### src/rtl/fir_coeff_loader_if.sv
// BRAM port B read bundle between fir_coeff_loader (master) and the
// MicroBlaze-written coefficient BRAM (slave).
interface fir_coeff_loader_if #(
  parameter int ADDR_W = 6
);
  logic [ADDR_W-1:0] filter_coeff_addr;
  logic              filter_coeff_en;
  logic [31:0]       filter_coeff_data;

  modport master (
    output filter_coeff_addr,
    output filter_coeff_en,
    input  filter_coeff_data
  );

  modport slave (
    input  filter_coeff_addr,
    input  filter_coeff_en,
    output filter_coeff_data
  );
endinterface

### src/rtl/fir_coeff_loader.sv
// Double-buffered coefficient loader for fir_filter: commits the shadow set on
// each vsync rising edge, then refills the shadow bank from BRAM port B.
//
// state   | meaning
// --------+-----------------------------------------------------------
// S_IDLE  | waiting for vsync edge; commits shadow if a valid set is held
// S_FETCH | issuing BRAM reads, address 0..NUM_COEFF, one per clock
// S_DRAIN | capturing the final read word before returning to idle
module fir_coeff_loader #(
  parameter int NUM_COEFF = 25,
  parameter int COEFF_W   = 16,
  parameter int ADDR_W    = 6,
  parameter int RST_SHIFT = 8
) (
  input  logic                           clk,
  input  logic                           rst,
  input  logic                           vs_i,
  fir_coeff_loader_if.master             bram,
  output logic [NUM_COEFF*COEFF_W-1:0]   coeff_o,
  output logic [4:0]                     shift_o,
  output logic                           update_o,
  output logic                           busy_o,
  output logic                           abort_o
);

  typedef enum logic [1:0] {
    S_IDLE  = 2'd0,
    S_FETCH = 2'd1,
    S_DRAIN = 2'd2
  } state_t;

  localparam int                  CENTRE    = NUM_COEFF / 2;
  localparam logic [COEFF_W-1:0]  ID_TAP    = COEFF_W'(2 ** RST_SHIFT);
  localparam logic [ADDR_W-1:0]   LAST_ADDR = ADDR_W'(NUM_COEFF);

  state_t              r_state;
  state_t              w_state_nxt;
  logic                r_vs_q;
  logic                w_edge;
  logic [ADDR_W-1:0]   r_addr;
  logic [ADDR_W-1:0]   w_addr_nxt;
  logic                r_en;
  logic                w_en_nxt;
  logic                w_commit;
  logic                w_restart;
  logic                w_done;

  logic                r_cap_vld;
  logic [ADDR_W-1:0]   r_cap_idx;
  logic [COEFF_W-1:0]  r_shadow [NUM_COEFF];
  logic                r_shadow_vbit;
  logic [4:0]          r_shadow_shift;
  logic                r_shadow_valid;

  logic [NUM_COEFF*COEFF_W-1:0] r_coeff;
  logic [4:0]          r_shift;
  logic                r_update;
  logic                r_abort;
  logic                w_unused;

  assign w_edge = vs_i & ~r_vs_q;

  // vs_q resets high so a vsync already high out of reset is not an edge
  always_ff @(posedge clk) begin
    if (rst) begin
      r_state <= S_IDLE;
      r_addr  <= '0;
      r_en    <= 1'b0;
      r_vs_q  <= 1'b1;
    end else begin
      r_state <= w_state_nxt;
      r_addr  <= w_addr_nxt;
      r_en    <= w_en_nxt;
      r_vs_q  <= vs_i;
    end
  end

  always_comb begin
    w_state_nxt = r_state;
    w_addr_nxt  = r_addr;
    w_en_nxt    = 1'b0;
    w_commit    = 1'b0;
    w_restart   = 1'b0;
    w_done      = 1'b0;
    case (r_state)
      S_IDLE: begin
        if (w_edge) begin
          w_state_nxt = S_FETCH;
          w_addr_nxt  = '0;
          w_en_nxt    = 1'b1;
          w_commit    = r_shadow_valid;
        end
      end
      S_FETCH: begin
        if (w_edge) begin
          w_state_nxt = S_FETCH;
          w_addr_nxt  = '0;
          w_en_nxt    = 1'b1;
          w_restart   = 1'b1;
        end else if (r_addr == LAST_ADDR) begin
          w_state_nxt = S_DRAIN;
        end else begin
          w_addr_nxt  = r_addr + ADDR_W'(1);
          w_en_nxt    = 1'b1;
        end
      end
      S_DRAIN: begin
        if (w_edge) begin
          w_state_nxt = S_FETCH;
          w_addr_nxt  = '0;
          w_en_nxt    = 1'b1;
          w_restart   = 1'b1;
        end else begin
          w_state_nxt = S_IDLE;
          w_done      = 1'b1;
        end
      end
      default: w_state_nxt = S_IDLE;
    endcase
  end

  // Shadow contents need no reset: shadow_valid gates every use of them
  always_ff @(posedge clk) begin
    if (r_cap_vld) begin
      if (r_cap_idx == '0) begin
        r_shadow_vbit  <= bram.filter_coeff_data[31];
        r_shadow_shift <= bram.filter_coeff_data[4:0];
      end
      for (int k = 0; k < NUM_COEFF; k++) begin
        if (r_cap_idx == ADDR_W'(k + 1)) begin
          r_shadow[k] <= bram.filter_coeff_data[COEFF_W-1:0];
        end
      end
    end
  end

  always_ff @(posedge clk) begin
    if (rst) begin
      r_cap_vld      <= 1'b0;
      r_cap_idx      <= '0;
      r_shadow_valid <= 1'b0;
      r_update       <= 1'b0;
      r_abort        <= 1'b0;
      r_shift        <= 5'(RST_SHIFT);
      for (int k = 0; k < NUM_COEFF; k++) begin
        r_coeff[k*COEFF_W +: COEFF_W] <= (k == CENTRE) ? ID_TAP : '0;
      end
    end else begin
      r_cap_vld <= r_en;
      r_cap_idx <= r_addr;
      r_update  <= w_commit;
      if (w_commit) begin
        for (int k = 0; k < NUM_COEFF; k++) begin
          r_coeff[k*COEFF_W +: COEFF_W] <= r_shadow[k];
        end
        r_shift <= r_shadow_shift;
      end
      if (w_restart) begin
        r_abort <= 1'b1;
      end
      if (w_edge) begin
        r_shadow_valid <= 1'b0;
      end else if (w_done) begin
        r_shadow_valid <= r_shadow_vbit;
      end
    end
  end

  assign bram.filter_coeff_addr = r_addr;
  assign bram.filter_coeff_en   = r_en;
  assign coeff_o  = r_coeff;
  assign shift_o  = r_shift;
  assign update_o = r_update;
  assign busy_o   = (r_state != S_IDLE);
  assign abort_o  = r_abort;
  assign w_unused = ^bram.filter_coeff_data;

endmodule

### src/flat_wrapper.sv
// flat-port wrapper written by rule: the top's interface ports become plain ports
module fir_coeff_loader_flat 
#(
  parameter int NUM_COEFF = 25,
  parameter int COEFF_W   = 16,
  parameter int ADDR_W    = 6,
  parameter int RST_SHIFT = 8
)
  (clk, rst, vs_i, coeff_o, shift_o, update_o, busy_o, abort_o, bram_filter_coeff_addr, bram_filter_coeff_en, bram_filter_coeff_data);
  fir_coeff_loader_if #(.ADDR_W(ADDR_W)) bram_i ();
  input  logic clk;
  input  logic rst;
  input  logic vs_i;
  output logic [NUM_COEFF*COEFF_W-1:0] coeff_o;
  output logic [4:0] shift_o;
  output logic update_o;
  output logic busy_o;
  output logic abort_o;
  output wire logic [$bits(bram_i.filter_coeff_addr)-1:0] bram_filter_coeff_addr;
  output wire logic [$bits(bram_i.filter_coeff_en)-1:0] bram_filter_coeff_en;
  input wire logic [$bits(bram_i.filter_coeff_data)-1:0] bram_filter_coeff_data;
  assign bram_filter_coeff_addr = bram_i.filter_coeff_addr;
  assign bram_filter_coeff_en = bram_i.filter_coeff_en;
  assign bram_i.filter_coeff_data = bram_filter_coeff_data;
  fir_coeff_loader #(.NUM_COEFF(NUM_COEFF), .COEFF_W(COEFF_W), .ADDR_W(ADDR_W), .RST_SHIFT(RST_SHIFT)) u_core (.clk(clk), .rst(rst), .vs_i(vs_i), .bram(bram_i), .coeff_o(coeff_o), .shift_o(shift_o), .update_o(update_o), .busy_o(busy_o), .abort_o(abort_o));
endmodule
### config.mk
export PLATFORM = sky130hd
export DESIGN_NAME = fir_coeff_loader_flat
export DESIGN_NICKNAME = d
export VERILOG_FILES = /design/src/rtl/fir_coeff_loader_if.sv /design/src/rtl/fir_coeff_loader.sv /design/src/flat_wrapper.sv
export SDC_FILE = /design/constraint.sdc
export NUM_CORES = 1
export LEC_CHECK = 0
export BUFFER_PORTS_ARGS = -buffer_cell sky130_fd_sc_hd__buf_2
export CORE_AREA = 3 3 267 269
export DETAILED_ROUTE_END_ITERATION = 16
export DIE_AREA = 0 0 270 272
export PLACE_DENSITY = 0.65
export SYNTH_ARGS = -nofsm -noshare
export SYNTH_HDL_FRONTEND = slang
export SYNTH_SLANG_ARGS = --single-unit
### constraint.sdc
create_clock -name clk -period 7.2 [get_ports clk]
set_clock_uncertainty 0.15 [all_clocks]
set_input_delay 1.8 -clock clk [delete_from_list [all_inputs] [get_ports clk]]
set_output_delay 1.8 -clock clk [all_outputs]
set_load 0.02 [all_outputs]
After elaboration in Yosys (flattened, before gate mapping). Memory sizes are Yosys's and may differ from the RTL's. A register that Yosys moved wholly into a read port is not among the register bits. Cells that the tools add are included.

Bits of input ports: 35. Memories: 1. Logic and storage cells: 247. Flip-flop bits (word level): 31. RAM bits: 400.

Memory list: u_core.r_shadow (words 25, width 16, rd ports 25, clocked after Yosys merged registers in 25, wr ports 1, line fir_coeff_loader.sv:50) `logic [COEFF_W-1:0] r_shadow [NUM_COEFF];`.

Add/subtract/negate cells: 1. Multiplexer cells: 165. Eq/ne operators: 32. Bitwise gates (word level): 2. Reductions and logical operators: 34.

Operator list (number): $mux W16 (24); $reduce_or A16 Y1 (24); $mux W5 (24); $mux W1 (108); $eq A6 B5 Y1 const B (11); $eq A6 B4 Y1 const B (8); $eq A6 B3 Y1 const B (4); $mux W6 (3); $eq A6 B2 Y1 const B (2); $pmux W6 S2 (1); $add A6 B1 Y6 const B (1); $eq A6 B1 Y1 const B (1); $logic_not A6 Y1 (1); $mux W2 (3); $pmux W2 S3 (1); $reduce_or A2 Y1 (3); $ne A2 B1 Y1 const B (2); $reduce_and A2 Y1 (2); $reduce_bool A2 Y1 (2); $ne A3 B1 Y1 const B (1); $ne A3 B2 Y1 const B (1); $reduce_and A3 Y1 (1); $eq A2 B1 Y1 const B (1); $eq A2 B2 Y1 const B (1); 4 further kinds (4).

Depth between registers and ports, before layout. Gate-level depths: netlist (run 1).

Depth in word-level cells: 29. Mapped depth: 8.

Least setup slack after synthesis (run 1). No wires, ideal clock.

Path type: input -> register. Start: input vs_i. End: register u_core.r_coeff[131] (netlist: coeff_o[131]) (read register of u_core.r_shadow). Arrival: 2.764 ns. Data required time: 6.907 ns. Setup time: 0.143 ns. Path buffers: 4. Path slack: 4.143 ns. Cell stages on the path: 8. Cell sequence: nor2b_2 > buf_6 > and3_1 > buf_6 > buf_12 > buf_12 > nand2_2 > a21oi_2.

Word-level cells in the longest chain between the ends: 3.

RTL lines: from (decl) (line flat_wrapper.sv:13) `input logic vs_i;`; $and A1 B1 Y1 (line fir_coeff_loader.sv:61) `assign w_edge = vs_i & ~r_vs_q;`; $mux W1 (line fir_coeff_loader.sv:87) `if (w_edge) begin`; $mux W1 (line fir_coeff_loader.sv:85) `case (r_state)`; to (decl) (line fir_coeff_loader.sv:55) `logic [NUM_COEFF*COEFF_W-1:0] r_coeff;`.

No other way between the ends. A chain may end at the register's enable or synchronous reset.

Worst setup path after layout (run 1).
Start: input vs_i. End: register u_core.r_coeff[70] (netlist: coeff_o[70]) (read register of u_core.r_shadow).

The elaborated chain is that of the path after synthesis.

==> flow_metrics.py, run 1 <==
metrics = {
    "run_status": {
        "outcome": "completed",
    },
    "clock_network": {
        "post_cts_buffers": 0,
        "clockBufferDepth": 3,
        "postCtsHoldBufs": 0,
        "cts_resized": 0,
        "clock_latency_ns": 0.61,
        "cts_tree": "built",
        "cts_buffers": 86,
        "cts_max_level": 3,
        "cts_root_buf": "clkbuf_16",
        "cts_sinks": 831,
        "clkTransAtPathRegs_ns": 0.06,
    },
    "critical_path": {
        "crit_arrival_ns": 4.23,
        "crit_path_max_fanout": 83,
        "crit_path_end_kind": "flip-flop",
        "critPathLaunchType": "input pin",
        "cpMaxStageDelayCell": "and3_4",
        "path_cells": "buf_2 > nor2b_2 > and3_4 > buf_4 > nand2_1 > a21oi_1",
        "crit_type": "in2reg",
        "max_stage_delay_ns": 0.98,
        "worstPathRequired_ns": 7.58,
    },
    "final_layout": {
        "fin_nets": 2752,
        "area_growth_syn_to_layout_pct": 20.6,
        "post_route_cells_drive_above_1_share": 0.238,
        "stdcell_count": 3716,
        "fillers": 6128,
        "final_common_cell": "nand2_1",
        "final_area_um2": 33200,
        "utilization": 0.482,
        "mostFrequentLayoutCells": "nand2_1 (802), buf_2 (433), dfxtp_1 (425), edfxtp_1 (406), a21oi_1 (386)",
    },
    "sta": {
        "finalSetupViolations": 0,
        "hold_viol_final": 0,
        "setup_tns_ns": 0,
        "fin_crit_ns": 3.85,
        "rsz0062_at_grt": "no",
        "clock.fmax_ghz": 0.260,
        "worst_pin_slew_ns": 1.07,
        "fin_crit_sh": 0.535,
        "slew_headroom": 0.289,
        "report.final.slew_viol_count": 0,
    },
    "logic_synthesis": {
        "synth_cells": 2302,
        "syn_area_um2": 27500,
        "ys_ff_latch": 831,
        "avgSynthCellArea_um2": 11.9,
        "syn-num-nets": 2343,
        "yosys_warnings": 0,
        "yosysSeqAreaShare": 0.753,
        "yosysUniqueCellTypes": 39,
    },
    "floorplanning": {
        "die_h_um": 272,
        "fp.dieW_um": 270,
        "io-pin-count": 450,
        "die_area_um2": 73400,
        "rows": 96,
        "start_util": 0.400,
        "design.core.area_um2": 68800,
    },
    "placed_design": {
        "placed_cells": 3554,
        "dpl_cell_area_um2": 30200,
        "gp_congestion": 0.777,
        "io_buffers": 434,
        "dpl.hpwl_um": 42200,
    },
    "global_routing": {
        "grt_pass1_wl_um": 108000,
        "grt_antenna_before_repair": 2,
        "grt_overflow": 0,
        "grt_usage": 0.192,
        "grt_pass1_vias": 17900,
        "grt_max_degree": 207,
    },
    "detailed_routing": {
        "vias_per_cell": 4.92,
        "drc": 0,
        "routed_wl_um": 72500,
        "drt_first_pass_iters": 5,
        "postRouteAntennaNets": 0,
        "wl_per_cell_um": 19.5,
        "first_iter_violations": 1463,
        "vias": 18300,
    },
    "power_and_ir_drop": {
        "power_density_nw_per_um2": 290,
        "leakage_nw": 12.1,
        "power_mw": 9.61,
        "peakVddDrop_mv": 0.230,
    },
    "min_path": {
        "hold_class": "reg2reg",
    },
    "job": {
        "timing.max_cap.violations": 0,
    },
}
state kept, by name, summed over array words and instances, names as in the netlist:
signal / count
u_core.bram.filter_coeff_en: 1
u_core.abort_o: 1
u_core.r_state: 2
u_core.r_cap_vld: 1
u_core.shift_o: 5
coeff_o: 400
u_core.r_shadow: 400
u_core.r_shadow_shift: 5
u_core.update_o: 1
u_core.r_shadow_valid: 1
u_core.r_shadow_vbit: 1
u_core.bram.filter_coeff_addr: 6
u_core.r_cap_idx: 6
u_core.r_vs_q: 1
critical path: cells and delay by family:
| family | cells | cell delay (ns) |
|---|---|---|
| and+or+nand+nor | 3 | 1.54 |
| buffers and inverters | 2 | 0.69 |
| AOI/OAI and AO/OA | 1 | 0.18 |
path summary, 6_finish.rpt:
| check | start | end | slack (ns) | cells past startpoint |
|---|---|---|---|---|
| setup / recovery | vs_i | coeff_o[70]$_SDFFE_PP0P_ | 3.35 | 6 |
| hold reg to reg | coeff_o[366]$_SDFFE_PP0P_ | coeff_o[366]$_SDFFE_PP0P_ | 0.30 | 2 |
| hold / removal | coeff_o[366]$_SDFFE_PP0P_ | coeff_o[366]$_SDFFE_PP0P_ | 0.30 | 2 |
| setup reg to reg | u_core.r_state[0]$_SDFFE_PP0P_ | coeff_o[70]$_SDFFE_PP0P_ | 4.32 | 6 |
logic make-up (layout without fill, tap and decap cells):
logic type,after synthesis,after routing,synth area share
mux,2,2,0.000773
compound gates,418,418,0.0796
buf+inv,148,630,0.0364
other cells,0,1,0
flops,831,831,0.753
fa+ha+maj,6,6,0.00273
simple gates,897,897,0.128
layer usage:
| metal | vias to the layer above | part of all wire | global-route usage | routed length, um |
|---|---|---|---|---|
| met5 | - | 0 | 0 | 0 |
| met1 | 8918 | 0.41 | 0.241 | 29600 |
| met3 | 118 | 0.076 | 0.0478 | 5480 |
| met4 | 0 | 0.030 | 0.0702 | 2160 |
| met2 | 643 | 0.49 | 0.321 | 35300 |
| li1 | 8591 | - | - | - |
synth_stat cells:
cell type,n,share of area
buf_1,1,0.00014
nand2b_1,3,0.00068
nor2b_2,1,0.00032
o21ai_0,4,0.00073
nor2_1,35,0.0048
buf_2,41,0.0075
nor3b_1,1,0.00027
a31oi_1,1,0.00023
nor4b_1,1,0.00032
nand3b_1,3,0.00082
o211ai_1,2,0.00055
edfxtp_1,406,0.44
buf_6,27,0.011
buf_12,4,0.0029
a21oi_2,20,0.0064
nor4_1,1,0.00023
nand4_1,1,0.00023
nand3_1,10,0.0018
nand2_1,802,0.11
mux2_2,1,0.00041
and3b_1,2,0.00064
nor3_1,5,0.00091
clkbuf_1,54,0.0074
a41oi_1,1,0.00032
a21oi_1,386,0.070
buf_8,10,0.0055
buf_4,4,0.0011
and3_1,3,0.00068
or2b_1,1,0.00027
nor2b_1,4,0.00091
mux2i_1,1,0.00036
or2_2,3,0.00068
nand2_2,20,0.0045
nand4b_1,1,0.00032
ha_1,6,0.0027
o2bb2ai_1,2,0.00064
o31ai_1,2,0.00055
dfxtp_1,425,0.31
inv_1,7,0.00096
power breakdown:
group / total [mW] / switching [mW] / leakage (nW) / internal (mW)
logic: 0.132 / 0.121 / 3.60 / 0.0112
registers: 4.96 / 0.00170 / 7.07 / 4.95
clock network: 4.52 / 1.86 / 1.47 / 2.66
final cells by class:
type                       count  area (um^2)  share of cell area
timing repair buffer         462         2450              0.0740
sequential                   831        20700               0.624
antenna                        1         2.50           0.0000754
tap                          931         1160              0.0351
multi-input combinational   1323         5860               0.177
clock inverter                40          359              0.0108
inverter                       7         26.3            0.000792
clock buffer                 121         2610              0.0786
through the flow:
stage / hold WS, ns / worst slack (ns)
2_1_floorplan: 0.283 / 4.14
3_3_place_gp: 0.290 / 2.82
3_5_place_dp: 0.293 / 2.68
4_1_cts: 0.302 / 3.35
5_1_grt: 0.318 / 3.17
6_report: 0.302 / 3.35
Note: power is estimated with default switching activity, not from simulation.
==> inputs of run 2 (changes only) <==
--- a/config.mk
+++ b/config.mk
@@ -9,7 +9,7 @@
 export CORE_AREA = 3 3 267 269
 export DETAILED_ROUTE_END_ITERATION = 16
 export DIE_AREA = 0 0 270 272
-export PLACE_DENSITY = 0.65
+export PLACE_DENSITY = 0.68
 export SYNTH_ARGS = -nofsm -noshare
 export SYNTH_HDL_FRONTEND = slang
 export SYNTH_SLANG_ARGS = --single-unit
==> constraint.sdc (replaced) <==
create_clock -name clk -period 3.3 [get_ports clk]
set_clock_uncertainty 0.15 [all_clocks]
set_input_delay 0.825 -clock clk [delete_from_list [all_inputs] [get_ports clk]]
set_output_delay 0.825 -clock clk [all_outputs]
set_load 0.02 [all_outputs]
==> run 2 against run 1 <==
  * Setup slack worse by 2.7 ns
  * Sequential share of layout area down 0.41 points
  * Final area up 0.66%
  * Non-clock buffer count up 29
  * Die area unchanged
==> flow_metrics.py, run 2 (synthesized netlist as in run 1, its figures left out) <==
metrics = {
    "power_and_ir_drop": {
        "power_density_nw_per_um2": 620,
        "peakVddDrop_mv": 0.454,
        "swShare": 0.207,
        "p_int_mw": 16.4,
        "leakage_nw": 12.2,
        "power.switching_mw": 4.28,
        "sequentialPowerShare": 0.523,
        "pwr-share-clk": 0.462,
        "comb_power_share": 0.015,
    },
    "final_layout": {
        "area_growth_syn_to_layout_pct": 21.4,
        "mostFrequentLayoutCells": "nand2_1 (802), buf_2 (433), dfxtp_1 (425), edfxtp_1 (406), a21oi_1 (386)",
        "register_area_um2": 20700,
        "antenna_cells": 0,
        "multi_input_area_um2": 5860,
        "final_common_cell": "nand2_1",
        "stdcell_count": 3742,
        "fillers": 6116,
        "fin_nets": 2781,
        "utilization": 0.485,
        "post_route_cells_drive_above_1_share": 0.244,
    },
    "detailed_routing": {
        "vias_per_cell": 4.89,
        "vias": 18300,
        "routed.top_layer": "met4",
        "routed_wl_um": 73400,
        "wl_per_cell_um": 19.6,
        "drc": 0,
        "drt_first_pass_iters": 5,
        "wl_met2_um": 36300,
        "m1WireLength_um": 29800,
        "dr_wl_met3_um": 5140,
        "first_iter_violations": 1529,
        "postRouteAntennaNets": 0,
    },
    "critical_path": {
        "crit_arrival_ns": 1.66,
        "cpMostUsedCell": "inv_1",
        "max_stage_delay_ns": 0.38,
        "crit_type": "reg2out",
        "critPathLaunchType": "flip-flop",
        "path_cells": "inv_1 > ha_1 > inv_1 > buf_2",
        "crit_path_end_kind": "output port",
        "worstPathRequired_ns": 2.32,
        "crit_path_max_fanout": 7,
        "crit_start": "u_core.r_state[0]$_SDFFE_PP0P_",
        "r2r-start": "u_core.r_state[0]$_SDFFE_PP0P_",
        "cpMaxStageDelayCell": "dfxtp_1",
    },
    "sta": {
        "fin_crit_ns": 2.64,
        "finalSetupViolations": 0,
        "rsz0062_at_grt": "no",
        "slew_headroom": 0.334,
        "clock.fmax_ghz": 0.379,
        "fin_crit_sh": 0.799,
        "worst_pin_slew_ns": 0.999,
        "hold_viol_final": 0,
        "setup_tns_ns": 0,
        "report.final.slew_viol_count": 0,
    },
    "placed_design": {
        "placed_cells": 3583,
        "dpl.hpwl_um": 43200,
        "io_buffers": 434,
        "gp_congestion": 0.746,
    },
    "global_routing": {
        "grt_pass1_vias": 17600,
        "grt_usage": 0.194,
        "grt_max_degree": 160,
        "grt_overflow": 0,
        "grt_antenna_before_repair": 2,
        "grt_pass1_wl_um": 109000,
    },
    "clock_network": {
        "cts_tree": "built",
        "post_cts_buffers": 0,
        "clockBufferDepth": 3,
        "clock_latency_ns": 0.62,
        "cts_root_buf": "clkbuf_16",
        "cts_buffers": 86,
        "cts_max_level": 3,
        "cts_resized": 0,
        "clkTransAtPathRegs_ns": 0.06,
        "cts_sinks": 831,
        "postCtsHoldBufs": 0,
    },
    "floorplanning": {
        "fp.dieW_um": 270,
        "rows": 96,
        "io-pin-count": 450,
        "die_h_um": 272,
        "die_area_um2": 73400,
        "design.core.area_um2": 68800,
        "start_util": 0.400,
    },
    "job": {
        "timing.max_cap.violations": 0,
    },
    "min_path": {
        "worstHoldStart": "bram_filter_coeff_data[31]",
        "hold_class": "in2reg",
    },
    "run_status": {
        "outcome": "completed",
    },
}
==> run 2: cell types whose count changed in the layout (fill, tap and decap cells not counted), sizes merged <==
cell      before  now
clkinv        28   27
clkbuf       121  114
bufinv         3    5
buf          462  491
clkinvlp       3    5
inv           13   15
diode          1    0
==> run 2: cell type report <==
type                    count  area share
clock buffers             114      0.0718
clock inverters            45      0.0129
inverters                   7    0.000787
multi-input cells        1323       0.176
flip-flops and latches    831       0.620
well taps                 931      0.0349
repair buffers            491      0.0842
==> run 2: layer usage <==
layer,up-vias,track usage
li1,8642,-
met1,8922,0.243
met2,605,0.328
met3,122,0.0466
met4,0,0.0695
met5,-,0
==> run 2: worst paths after layout <==
| kind | to | slack [ns] | depth (start not counted) |
|---|---|---|---|
| max | busy_o | 0.66 | 4 |
| min reg2reg | u_core.shift_o[2]$_SDFFE_PP0P_ | 0.30 | 2 |
| min | u_core.r_shadow_vbit$_DFFE_PP_ | 0.23 | 1 |
| max reg2reg | coeff_o[67]$_SDFFE_PP0P_ | 1.08 | 6 |
==> run 2: stage by stage <==
stage          setup WS (ns)  hold WS [ns]  cell area (um^2)  power, mW
2_1_floorplan          0.841         0.283             27500       11.1
3_3_place_gp           0.767         0.288             30600       11.4
3_5_place_dp           0.711         0.293             30600       11.4
4_1_cts                0.616         0.175             33400       20.9
5_1_grt                0.536         0.193             33400       21.3
6_report               0.664         0.228             33400       20.7
==> run 2: worst max-delay path: cells and delay by family (launching register included) <==
family | cells | cell delay (ns)
adders and majority gates | 1 | 0.31
buffers and inverters | 3 | 0.35
DFF | 1 | 0.38
==> run 2: power groups by stage <==
stage | Sequential [mW] | Clock (mW) | Combinational, mW
after floorplan | 11.0 | 0 | 0.0905
after global placement | 11.0 | 0 | 0.323
after detailed placement | 11.0 | 0 | 0.323
after CTS | 10.8 | 9.79 | 0.324
after global routing | 10.8 | 10.2 | 0.335
final | 10.8 | 9.56 | 0.315
==> inputs of run 3 (changes only) <==
==> constraint.sdc (replaced) <==
create_clock -name clk -period 2.1 [get_ports clk]
set_clock_uncertainty 0.15 [all_clocks]
set_input_delay 0.525 -clock clk [delete_from_list [all_inputs] [get_ports clk]]
set_output_delay 0.525 -clock clk [all_outputs]
set_load 0.02 [all_outputs]
==> run 3 against run 2 <==
  * Sequential share of layout area down 1.0 points
  * Register-to-register slack worse by 0.92 ns
  * Via count up 0.54%
  * Global-route usage up 0.49 points
  * Clock-buffer cell count up 3
  * Die area unchanged
  * Critical path depth up 4
  * Clock power up 57%
  * Final area up 1.7%
  * Combinational power up 60%
  * Highest routed layer unchanged
==> flow_metrics.py, run 3 (synthesized netlist as in run 1, its figures left out) <==
metrics = {
    "sta": {
        "layout_setup_ws_ns": 0.0949,
        "finalSetupViolations": 0,
        "worst_pin_slew_ns": 1.01,
        "fin_crit_sh": 0.955,
        "slew_headroom": 0.326,
        "report.final.slew_viol_count": 0,
        "clock.fmax_ghz": 0.499,
        "setup_tns_ns": 0,
        "rsz0062_at_grt": "no",
        "hold_viol_final": 0,
        "fin_crit_ns": 2.01,
    },
    "clock_network": {
        "cts_tree": "built",
        "clockBufferDepth": 3,
        "cts_max_level": 3,
        "clkTransAtPathRegs_ns": 0.06,
        "cts_root_buf": "clkbuf_16",
        "cts_sinks": 831,
        "clock_latency_ns": 0.63,
        "cts_buffers": 84,
    },
    "critical_path": {
        "max_stage_delay_ns": 0.54,
        "cpMaxStageDelayCell": "dlygate4sd3_1",
        "crit_type": "in2reg",
        "cpMostUsedCell": "buf_12",
        "worst-path-buf-inv": 4,
        "critPathLaunchType": "input pin",
        "crit_path_max_fanout": 34,
        "crit_arrival_ns": 2.39,
        "worstPathRequired_ns": 2.48,
        "crit_path_end_kind": "flip-flop",
        "critPathTopFamily": "buffers and inverters",
        "path_cells": "dlygate4sd3_1 > buf_2 > nor2b_2 > and3_4 > buf_12 > buf_12 > nand2_1 > a21oi_1",
    },
    "global_routing": {
        "grt_usage": 0.199,
        "grt_pass1_wl_um": 111000,
        "busiest_layer": "met2",
        "grt_antenna_before_repair": 2,
        "grt_overflow": 0,
        "met2_usage": 0.342,
        "met3_usage": 0.0484,
        "grt_pass1_vias": 17900,
        "grt_max_degree": 71,
        "grtUsageMet1": 0.244,
    },
    "detailed_routing": {
        "drc": 0,
        "vias": 18400,
        "routed_wl_um": 74900,
        "first_iter_violations": 1461,
        "wl_per_cell_um": 19.8,
        "vias_per_cell": 4.87,
        "drt_first_pass_iters": 6,
        "postRouteAntennaNets": 0,
    },
    "placed_design": {
        "dpl_worst_slack_ns": 0.0525,
        "gp_congestion": 0.757,
        "io_buffers": 434,
        "dpl.hpwl_um": 45300,
    },
    "final_layout": {
        "utilization": 0.493,
        "fillers": 6068,
        "antenna_cells": 0,
        "mostFrequentLayoutCells": "nand2_1 (802), buf_2 (432), dfxtp_1 (423), edfxtp_1 (406), a21oi_1 (386)",
        "area_growth_syn_to_layout_pct": 23.4,
        "post_route_cells_drive_above_1_share": 0.254,
        "final_common_cell": "nand2_1",
        "fin_nets": 2814,
    },
    "power_and_ir_drop": {
        "power_density_nw_per_um2": 958,
        "peakVddDrop_mv": 0.745,
        "power_mw": 32.5,
        "leakage_nw": 12.5,
    },
    "floorplanning": {
        "fp.dieW_um": 270,
        "start_util": 0.400,
        "rows": 96,
        "die_area_um2": 73400,
        "design.core.area_um2": 68800,
        "die_h_um": 272,
        "io-pin-count": 450,
    },
    "job": {
        "timing.max_cap.violations": 0,
    },
    "min_path": {
        "hold_class": "in2reg",
    },
    "run_status": {
        "outcome": "completed",
    },
}
-- run 3: cell types whose count changed in the layout (fill, tap and decap cells not counted), sizes merged --
cell / previous run / this run
buf: 491 / 524
bufinv: 5 / 6
clkbuf: 114 / 117
clkinv: 27 / 25
clkinvlp: 5 / 1
dlygate4sd3: 0 / 2
-- run 3: worst reg2reg max path, delay by kind of cell, from the launching register on --
family | cells | cell delay (ns)
fa+ha+maj | 1 | 0.16
compound gates | 1 | 0.18
flops | 1 | 0.34
buf+inv | 2 | 0.21
simple gates | 2 | 0.43
mux | 1 | 0.36
-- run 3: power breakdown --
group / leakage, nW / total [mW] / switching (mW) / internal, mW
combinational: 4.04 / 0.505 / 0.428 / 0.0771
sequential: 7.07 / 17.0 / 0.00565 / 17.0
clock: 1.38 / 15.0 / 6.31 / 8.70
total: 12.5 / 32.5 / 6.75 / 25.8
-- run 3: path summary, 6_finish.rpt --
kind	startpoint	to	slack [ns]	cells after the start
worst max-delay path	vs_i	coeff_o[113]$_SDFFE_PP0P_	0.09	8
worst min-delay path	rst	u_core.r_cap_idx[0]$_SDFF_PP0_	0.08	2
worst max register to register	u_core.r_state[0]$_SDFFE_PP0P_	u_core.bram.filter_coeff_addr[1]$_SDFFE_PP0P_	0.16	7
worst min register to register	coeff_o[185]$_SDFFE_PP0P_	coeff_o[185]$_SDFFE_PP0P_	0.30	2
-- run 3: final cells by class --
class	instances	area (um^2)	area share
clock buffer	117	2360	0.0695
clock inverter	40	443	0.0130
inverter	7	26.3	0.000774
multi-input combinational	1323	5880	0.173
sequential	831	20700	0.610
tap	931	1160	0.0343
timing repair buffer	526	3370	0.0993
-- run 3: through the flow --
step | cells | area [um^2] | hold slack (ns)
after floorplan | 2302 | 27500 | 0.283
after global placement | 3613 | 31100 | 0.288
after detailed placement | 3613 | 31100 | 0.293
after CTS | 3775 | 33900 | 0.0258
after global routing | 3775 | 33900 | 0.0475
final | 3775 | 33900 | 0.0802
-- run 3: what timing repair did --
item | 4_1_cts | 5_1_grt
gates resized for setup | 6 | 4
setup endpoints to repair | 1 | 71
hold endpoints to repair | 2 | 0
hold buffers | 2 | 0
buffers inserted | 3 | 0
pin swaps | 1 | 0
-- run 3: metal layers --
| layer | routed length, um | vias to the layer above | share of wire |
|---|---|---|---|
| met5 | 0 | - | 0 |
| li1 | - | 8715 | - |
| met3 | 5530 | 132 | 0.074 |
| met2 | 37300 | 613 | 0.50 |
| met1 | 29900 | 8929 | 0.40 |
| met4 | 2210 | 0 | 0.030 |
